==> src/rtl/fifo_uart_pkg.sv <==
// rtl/fifo_uart_pkg.sv - shared state encoding and parity helpers for the FIFO-fed UART transmitter
//
// Purpose: state enumeration, parity mode codes and a parity helper shared by the
//          transmitter top and (later) the receiver stage.
// Ports:   none (package).
package fifo_uart_pkg;

    typedef enum logic [2:0] {
        ST_IDLE   = 3'd0,
        ST_POP    = 3'd1,
        ST_WAIT   = 3'd2,
        ST_START  = 3'd3,
        ST_DATA   = 3'd4,
        ST_PARITY = 3'd5,
        ST_STOP   = 3'd6
    } state_e;

    localparam int PAR_NONE = 0;
    localparam int PAR_EVEN = 1;
    localparam int PAR_ODD  = 2;

    // Even parity makes the total count of ones even, so the bit equals the XOR of the data.
    function automatic logic parity_bit(input logic [7:0] data, input int mode);
        if (mode == PAR_ODD) begin
            return ~(^data);
        end
        return ^data;
    endfunction

endpackage

==> src/rtl/uart_baud_counter.sv <==
// rtl/uart_baud_counter.sv - free-running bit-period counter with synchronous clear
//
// Purpose: counts 0..term_i and pulses bit_end_o on the cycle the count equals term_i,
//          then restarts from zero. Held at zero while clr_i is high.
// Ports:
//   clk       - clock, posedge
//   rst       - synchronous active-low reset
//   clr_i     - synchronous clear; suppresses bit_end_o
//   term_i    - terminal count (period length minus one)
//   bit_end_o - high on the final cycle of a period
//   count_o   - current count value
module uart_baud_counter #(
    parameter int CNT_W = 4
) (
    input  logic             clk,
    input  logic             rst,
    input  logic             clr_i,
    input  logic [CNT_W-1:0] term_i,
    output logic             bit_end_o,
    output logic [CNT_W-1:0] count_o
);

    logic [CNT_W-1:0] count_q;
    logic [CNT_W-1:0] count_d;

    assign bit_end_o = !clr_i && (count_q == term_i);
    assign count_o   = count_q;

    always_comb begin
        count_d = count_q + CNT_W'(1);
        if (clr_i || bit_end_o) begin
            count_d = '0;
        end
    end

    always_ff @(posedge clk) begin
        if (!rst) begin
            count_q <= '0;
        end else begin
            count_q <= count_d;
        end
    end

endmodule

==> src/rtl/fifo_uart_tx.sv <==
// rtl/fifo_uart_tx.sv - pops bytes from a synchronous FIFO and serializes them as UART frames
//
// Purpose: start bit, 8 data bits LSB first, optional parity, 1 or 2 stop bits.
//          All outputs are registered and aligned with the state they belong to.
// Ports:
//   clk        - clock, posedge
//   rst        - synchronous active-low reset
//   enable     - permits new frames; sampled in IDLE and on the last stop cycle
//   fifo_empty - FIFO empty flag
//   fifo_dout  - FIFO read data, valid the cycle after fifo_rd
//   fifo_rd    - one-cycle read strobe per byte
//   tx         - serial line, idle high
//   busy       - high whenever not IDLE
//   frame_done - one-cycle pulse on the final stop-bit cycle
module fifo_uart_tx
    import fifo_uart_pkg::*;
#(
    parameter int CLKS_PER_BIT = 16,
    parameter int PARITY       = 0,
    parameter int STOP_BITS    = 1
) (
    input  logic       clk,
    input  logic       rst,
    input  logic       enable,
    input  logic       fifo_empty,
    input  logic [7:0] fifo_dout,
    output logic       fifo_rd,
    output logic       tx,
    output logic       busy,
    output logic       frame_done
);

    // The counter is sized for the whole stop period so two stop bits time as one span.
    localparam int CNT_W = $clog2(CLKS_PER_BIT * STOP_BITS);
    localparam logic [CNT_W-1:0] BIT_TERM  = CNT_W'(CLKS_PER_BIT - 1);
    localparam logic [CNT_W-1:0] STOP_TERM = CNT_W'(CLKS_PER_BIT * STOP_BITS - 1);
    localparam logic [CNT_W-1:0] STOP_PRE  = CNT_W'(CLKS_PER_BIT * STOP_BITS - 2);

    state_e      state_q, state_d;
    logic [7:0]  shift_q, shift_d;
    logic [2:0]  bit_cnt_q, bit_cnt_d;
    logic        parity_q, parity_d;
    logic        tx_q, tx_d;
    logic        fifo_rd_q;
    logic        busy_q;
    logic        frame_done_q, frame_done_d;

    logic             cnt_clr;
    logic [CNT_W-1:0] cnt_term;
    logic             bit_end;
    logic [CNT_W-1:0] cnt;

    // Counter only runs in the timed states so every timed state starts at count 0.
    assign cnt_clr  = (state_q == ST_IDLE) || (state_q == ST_POP) || (state_q == ST_WAIT);
    assign cnt_term = (state_q == ST_STOP) ? STOP_TERM : BIT_TERM;

    uart_baud_counter #(
        .CNT_W (CNT_W)
    ) u_baud (
        .clk       (clk),
        .rst       (rst),
        .clr_i     (cnt_clr),
        .term_i    (cnt_term),
        .bit_end_o (bit_end),
        .count_o   (cnt)
    );

    always_comb begin
        state_d      = state_q;
        shift_d      = shift_q;
        bit_cnt_d    = bit_cnt_q;
        parity_d     = parity_q;
        frame_done_d = 1'b0;

        case (state_q)
            ST_IDLE: begin
                if (enable && !fifo_empty) begin
                    state_d = ST_POP;
                end
            end
            ST_POP: begin
                state_d = ST_WAIT;
            end
            ST_WAIT: begin
                shift_d  = fifo_dout;
                parity_d = parity_bit(fifo_dout, PARITY);
                state_d  = ST_START;
            end
            ST_START: begin
                if (bit_end) begin
                    state_d = ST_DATA;
                end
            end
            ST_DATA: begin
                if (bit_end) begin
                    shift_d   = {1'b0, shift_q[7:1]};
                    bit_cnt_d = bit_cnt_q + 3'd1;
                    if (bit_cnt_q == 3'd7) begin
                        state_d = (PARITY != PAR_NONE) ? ST_PARITY : ST_STOP;
                    end
                end
            end
            ST_PARITY: begin
                if (bit_end) begin
                    state_d = ST_STOP;
                end
            end
            ST_STOP: begin
                if (bit_end) begin
                    state_d = (enable && !fifo_empty) ? ST_POP : ST_IDLE;
                end else if (cnt == STOP_PRE) begin
                    // Registered pulse: set one cycle early so it lands on the final stop cycle.
                    frame_done_d = 1'b1;
                end
            end
            default: begin
                state_d = ST_IDLE;
            end
        endcase

        // Line level is derived from the next state so the registered tx lines up with it.
        case (state_d)
            ST_START:  tx_d = 1'b0;
            ST_DATA:   tx_d = shift_d[0];
            ST_PARITY: tx_d = parity_d;
            default:   tx_d = 1'b1;
        endcase
    end

    always_ff @(posedge clk) begin
        if (!rst) begin
            state_q      <= ST_IDLE;
            shift_q      <= '0;
            bit_cnt_q    <= '0;
            parity_q     <= 1'b0;
            tx_q         <= 1'b1;
            fifo_rd_q    <= 1'b0;
            busy_q       <= 1'b0;
            frame_done_q <= 1'b0;
        end else begin
            state_q      <= state_d;
            shift_q      <= shift_d;
            bit_cnt_q    <= bit_cnt_d;
            parity_q     <= parity_d;
            tx_q         <= tx_d;
            fifo_rd_q    <= (state_d == ST_POP);
            busy_q       <= (state_d != ST_IDLE);
            frame_done_q <= frame_done_d;
        end
    end

    assign fifo_rd    = fifo_rd_q;
    assign tx         = tx_q;
    assign busy       = busy_q;
    assign frame_done = frame_done_q;

endmodule

==> config.mk <==
export PLATFORM = sky130hd
export DESIGN_NAME = fifo_uart_tx
export DESIGN_NICKNAME = d
export VERILOG_FILES = /design/src/rtl/fifo_uart_pkg.sv /design/src/rtl/uart_baud_counter.sv /design/src/rtl/fifo_uart_tx.sv
export SDC_FILE = /design/constraint.sdc
export NUM_CORES = 1
export LEC_CHECK = 0
export ABC_CLOCK_PERIOD_IN_PS = 5400
export CORE_ASPECT_RATIO = 1.2
export CORE_MARGIN = 4
export CORE_UTILIZATION = 57
export DETAILED_ROUTE_END_ITERATION = 6
export PLACE_DENSITY = 0.82
export SETUP_SLACK_MARGIN = 0.1
export SLEW_MARGIN = 30
export SYNTH_ARGS = -nofsm -noshare
export SYNTH_HDL_FRONTEND = slang
export SYNTH_SLANG_ARGS = --single-unit
==> constraint.sdc <==
create_clock -name clk -period 5.4 [get_ports clk]
set_clock_uncertainty 0.15 [all_clocks]
set_input_delay 1.08 -clock clk [delete_from_list [all_inputs] [get_ports clk]]
set_output_delay 1.08 -clock clk [all_outputs]
set_load 0.01 [all_outputs]
======== Word level (Yosys, flattened, before mapping) ========
Cells that the tools add are included.
cells by class
  shift-type cells ........................ 0
  multiply operators ...................... 0
  equality and inequality tests ........... 14
  divide/modulo/power cells ............... 0
  add/sub/neg operators ................... 2
  $lt $le $gt $ge ......................... 0
  bitwise operators ....................... 2
  muxes and demuxes ....................... 13
  reduce and logical (&&, ||, !) cells .... 15
operator list
  operator                                                               number
  3-bit case mux with 7 select lines                                     1
  3-bit equality test, second input constant                             6
  3-bit two-way mux                                                      6
  8-bit case mux with 2 select lines                                     1
  3-bit by 2-bit equality test with 1-bit output, second input constant  3
  4-bit equality test, second input constant                             2
  8-bit two-way mux                                                      1
  8-bit parity                                                           1
  3-bit by 1-bit equality test with 1-bit output, second input constant  2
  4-bit by 1-bit adder with 4-bit output, second input constant          1
  2-bit AND reduction                                                    2
  3-bit by 1-bit adder with 3-bit output, second input constant          1
  3-bit zero test                                                        1
  1-bit logical OR                                                       3
  1-bit two-way mux                                                      3
  1-bit case mux with 3 select lines                                     1
  3-bit nonzero test                                                     1
  3-bit OR reduction                                                     1
  1-bit logical AND                                                      2
  1-bit zero test                                                        2
  2-bit by 1-bit != test with 1-bit output, second input constant        1
  1-bit NOT                                                              2
  2-bit nonzero test                                                     1
  2-bit OR reduction                                                     1
word-level totals
  memory bits (writable) .................. 0
  bits in latches ......................... 0
  output and inout bits ................... 4
  bits of input ports ..................... 12
  register bits after elaboration ......... 23
  memories kept ........................... 0
  logic and storage cells ................. 56
  bits in read-only memories .............. 0

======== Longest topological paths before layout ========
  word-level depth ........................ 9
  gate-level depth with buffers ........... 7
  gate-level depth less buffers ........... 6

======== Modules after synthesis ========
Synthesis repeated with hierarchy kept, for this count alone.
unflattened totals
  cells, all modules ...................... 134
  area, all modules ....................... 1261.2 µm²
by module, submodules not included
  module             seq. area each (µm²)  instances  area an instance (µm²)  cells each
  fifo_uart_tx       380.4                 1          1063.5                  115
  uart_baud_counter  80.1                  1          197.7                   19

======== Least setup slack after synthesis ========
No wires, ideal clock.
  kind .................................... input-to-reg
  from .................................... in fifo_empty
  to ...................................... reg tx_q (netlist: tx)
  library setup time ...................... 0.122 ns
  slack ................................... 3.137 ns
  stages on the path ...................... 5
  arrival time ............................ 1.991 ns
  required time ........................... 5.128 ns
  buffers on the path ..................... 0
  path through ............................ and2b_1 -> a21oi_1 -> nand4_2 -> mux2i_1 -> o32a_1
on the way
  word-level cells in the longest chain between the ends .. 7
  elaborated cells between the ends (all ways) .. 10
  those cells by class .................... eq/ne (3); mux (5); reduce/logical (2)
RTL lines
  item                                                                                          line                                     source
  start: declaration                                                                            fifo_uart_tx.sv:25                       input logic fifo_empty,
  1-bit zero test (*)                                                                           fifo_uart_tx.sv:77, fifo_uart_tx.sv:110
  1-bit logical AND (*)                                                                         fifo_uart_tx.sv:77, fifo_uart_tx.sv:110
  1-bit two-way mux                                                                             fifo_uart_tx.sv:110                      state_d = (enable && !fifo_empty) ? ST_POP : ST_IDLE;
  3-bit two-way mux                                                                             fifo_uart_tx.sv:109                      if (bit_end) begin
  3-bit case mux with 7 select lines (*)                                                        fifo_uart_tx.sv:75                       case (state_q)
  3-bit equality test / 3-bit by 2-bit equality test with 1-bit output (equally long branches)  fifo_uart_tx.sv:122                      case (state_d)
  1-bit case mux with 3 select lines (*)                                                        fifo_uart_tx.sv:122
  end signal: assignment                                                                        fifo_uart_tx.sv:145                      tx_q <= tx_d;
  end: declaration                                                                              fifo_uart_tx.sv:43                       logic tx_q, tx_d;
Every way passes the cells marked *; elsewhere a longest branch is shown, timed or not.
A chain may end at the register's enable or synchronous reset.

======== Final worst setup path ========
  from .................................... in fifo_dout[6]
  to ...................................... reg tx_q (netlist: tx)
on the way
  word-level cells in the longest chain between the ends .. 3
RTL lines
  item                                line                 source
  start: declaration                  fifo_uart_tx.sv:26   input logic [7:0] fifo_dout,
  8-bit parity                        fifo_uart_pkg.sv:27  return ^data;
  1-bit two-way mux                   fifo_uart_tx.sv:75
  1-bit case mux with 3 select lines  fifo_uart_tx.sv:122
No other way between the ends.

==> flow_metrics.py <==
metrics = {
    "run_status": {
        "status": "finished clean",
    },
    "layout": {
        "post_route_cells_drive_above_1_share_pct": 7.97,
        "final_cell_area_um2": 1330,
        "area_delta_synth_final_pct": 13.2,
        "final_net_count": 155,
        "antenna-diode-count": 0,
    },
    "synthesis": {
        "netlist_top_cells_area": "sky130_fd_sc_hd__dfxtp_1 (39%), sky130_fd_sc_hd__xnor2_1 (5.2%), sky130_fd_sc_hd__nand2_1 (4.5%), sky130_fd_sc_hd__ha_1 (4.3%), sky130_fd_sc_hd__a21boi_0 (3.8%)",
        "synth_edf_count": 0,
        "syn_inst": 127,
        "netlist.area_leader.share_pct": 39.3,
        "synth_top_flop_cell": "sky130_fd_sc_hd__dfxtp_1",
        "synth.ff_latch_count": 23,
        "ys_seq_area_share_pct": 39.3,
        "number_of_synthesis_warnings": 0,
        "postSynth.asyncResetShare_pct": 0,
        "number_of_distinct_library_cells_after_synthesis": 40,
        "synthesized_nets": 143,
        "synthesis.area_per_instance_um2": 9.23,
        "most_area_hungry_cell_type_in_the_yosys_netlist": "sky130_fd_sc_hd__dfxtp_1",
        "netlist_area_um2": 1170,
    },
    "clock_network": {
        "postCtsSetupBuffers": 0,
        "clockRootBuffer": "sky130_fd_sc_hd__clkbuf_4",
        "cts.sink_count": 23,
        "cts.path.max_buffers": 2,
        "cts-htree-levels": 1,
        "hold_buffers_post_cts": 0,
        "clkTransAtPathRegs_ps": 120,
        "postCtsResizedCells": 0,
        "clk_latency_worst_skew_pair_ps": 310,
        "cts_tree": "done",
        "tritoncts.num_buffers": 3,
    },
    "global_routing": {
        "grt_most_used_layer": "met2",
        "largest_net_degree_at_the_start_of_global_routing": 23,
        "globalRouteMet3Util_pct": 4.63,
        "first_global_vias": 952,
        "gr-usage-all-layers_pct": 18.6,
        "grt_use_met1_pct": 20.6,
        "globalRouteMet2Util_pct": 32.4,
        "grt_first_pass_wirelength_um": 4140,
        "antenna_found_initial": 0,
        "grt-ovfl-total": 0,
    },
    "critical_path": {
        "rr_endpoint": "tx$_SDFF_PN1_",
        "arrival_ps": 2550,
        "reg2reg_setup_slack_ps": 3040,
        "crit_path_end_kind": "register",
        "crit_path_max_fanout": 2,
        "critPathMaxStageDelay_ps": 440,
        "critical_path.top_delay_family": "XOR/XNOR gates",
        "crit_path_buffers_inverters": 1,
        "cp_cell_sequence": "clkdlybuf4s50_1, xnor2_1, xnor2_1, xnor2_1, nor2_1, o32a_1",
        "worst-setup-path-type": "in2reg",
        "critical-path-slowest-cell": "sky130_fd_sc_hd__clkdlybuf4s50_1",
        "worst_setup_path_start_kind": "primary input",
        "crit_top_cell": "sky130_fd_sc_hd__xnor2_1",
        "cp.required_ps": 5460,
        "reg2reg_from": "state_q[1]$_SDFF_PN0_",
        "worst-r2r-cell-count": 5,
    },
    "min_path": {
        "hold_path_startpoint": "u_baud.count_o[0]$_SDFF_PP0_",
        "timing.hold.worst.class": "reg2reg",
        "min_path_cells": 1,
        "hold-path-endpoint": "u_baud.count_o[0]$_SDFF_PP0_",
    },
    "routing": {
        "drt_wl_total_um": 2280,
        "detailroute.via_count": 951,
        "route.detailed.vias_per_inst": 6.06,
        "drt_drc_violations_left": 0,
        "firstDrtPassIters": 4,
        "first_iter_violations": 20,
        "ant_nets": 0,
        "routed_wire_length_per_instance_um": 14.5,
    },
    "die": {
        "pin_count": 16,
        "floorplan_core_area_um2": 1890,
        "dieWidth_um": 49.4,
        "chipHeight_um": 57.7,
        "start_util_pct": 61.9,
        "num_rows": 17,
        "die-area_um2": 2850,
    },
    "pwr": {
        "comb_power_share_pct": 19.9,
        "p_sw_mw": 0.0907,
        "p_int_mw": 0.243,
        "post-layout-total-power_mw": 0.333,
        "power.density_cell_area_nw_per_um2": 251,
        "sw_frac_of_total_pct": 27.2,
        "power.clock.fraction_pct": 23.3,
        "power.ir.vdd_worst_mv": 0.171,
        "pwr-share-seq_pct": 56.9,
        "cellLeakagePower_nw": 0.512,
    },
    "sta": {
        "finalCriticalPeriod_ps": 2490,
        "hold_slack_ps": 323,
        "number_of_max_slew_violations_in_the_final_report": 0,
        "fmax_ghz": 0.402,
        "fin_setup_tns_ps": 0,
        "worst-slew-pin-transition_ps": 790,
        "maxSlewHeadroom_pct": 47.1,
        "grt_setup_unrepaired": "no",
        "final_critical_path_share_of_the_clock_period_pct": 46.1,
        "setup-violations-final": 0,
        "finalHoldViolations": 0,
    },
    "placement": {
        "hpwlAfterDp_um": 1630,
        "gp_routability_congestion": 0.836,
        "placed_area_um2": 1300,
        "place.port_buffers": 15,
    },
    "job": {
        "maxCapViolCount": 0,
    },
}
power by group through the flow:
stage	Combinational, mW	Clock, mW	Sequential [mW]
4_1_cts	0.0663	0.0838	0.189
5_1_grt	0.0729	0.0917	0.191
2_1_floorplan	0.0467	0	0.189
3_3_place_gp	0.0626	0	0.193
6_report	0.0663	0.0775	0.190
3_5_place_dp	0.0658	0	0.193
worst max-delay path by stage:
stage,startpoint,depth (start not counted),end,slack [ps]
2_1_floorplan,fifo_empty,5,tx$_SDFF_PN1_,3140
3_3_place_gp,fifo_dout[2],6,tx$_SDFF_PN1_,2640
3_5_place_dp,fifo_dout[6],6,tx$_SDFF_PN1_,2570
4_1_cts,fifo_dout[6],6,tx$_SDFF_PN1_,2910
5_1_grt,fifo_dout[4],6,tx$_SDFF_PN1_,2820
6_report,fifo_dout[6],6,tx$_SDFF_PN1_,2910
synthesized netlist by cell type, drive strengths merged (4+ instances only):
master,number
dfxtp,23
and3,4
a22oi,6
and2,4
a21oi,5
nor2b,5
nor2,5
nand3,4
buf,6
a21boi,6
nand2,14
xnor2,7
o21ai,5
ha,4
cell usage in the layout (no fill, tap or decap), types with 5 or more instances in the layout:
| master | n |
|---|---|
| sky130_fd_sc_hd__clkdlybuf4s50_1 | 15 |
| sky130_fd_sc_hd__nor2_1 | 5 |
| sky130_fd_sc_hd__o21ai_0 | 5 |
| sky130_fd_sc_hd__a22oi_1 | 6 |
| sky130_fd_sc_hd__nand2_1 | 14 |
| sky130_fd_sc_hd__dfxtp_1 | 23 |
| sky130_fd_sc_hd__nor2b_1 | 5 |
| sky130_fd_sc_hd__xnor2_1 | 7 |
| sky130_fd_sc_hd__a21boi_0 | 6 |
area by class of cell:
class | instances | area (um2)
clock buffer | 4 | 26.3
tap | 19 | 23.8
timing repair buffer | 15 | 150
fill | 151 | 566
sequential | 23 | 460
multi-input combinational | 95 | 663
inverter | 1 | 3.75
logic make-up after synthesis:
logic type / Yosys count / share of synthesized area [%]
AO/OA/AOI/OAI: 31 / 18.9
XOR/XNOR: 10 / 7.47
adder cells (fa/ha/maj): 4 / 4.27
buffers and inverters: 9 / 4.16
flip-flops: 23 / 39.3
multiplexers: 3 / 2.56
AND/OR/NAND/NOR: 47 / 23.4
layer usage:
metal  vias to the layer above  part of all wire (%)
met1                       449                    43
li1                        472                     -
met4                         0                   2.2
met3                         4                   5.6
met2                        26                    50
met5                         -                     0
state kept, by name, summed over array words and instances, names as in the netlist:
name,count
shift_q,8
parity_q,1
tx,1
state_q,3
frame_done,1
busy,1
bit_cnt_q,3
fifo_rd,1
u_baud.count_o,4
stage by stage:
step | instances | util [%] | setup slack, ps
2_1_floorplan | 127 | - | 3140
3_3_place_gp | 153 | 68.7 | 2640
3_5_place_dp | 153 | 68.7 | 2570
4_1_cts | 157 | 70.1 | 2910
5_1_grt | 157 | 70.1 | 2820
6_report | 157 | 70.1 | 2910
(Power assumes the default switching activity.)
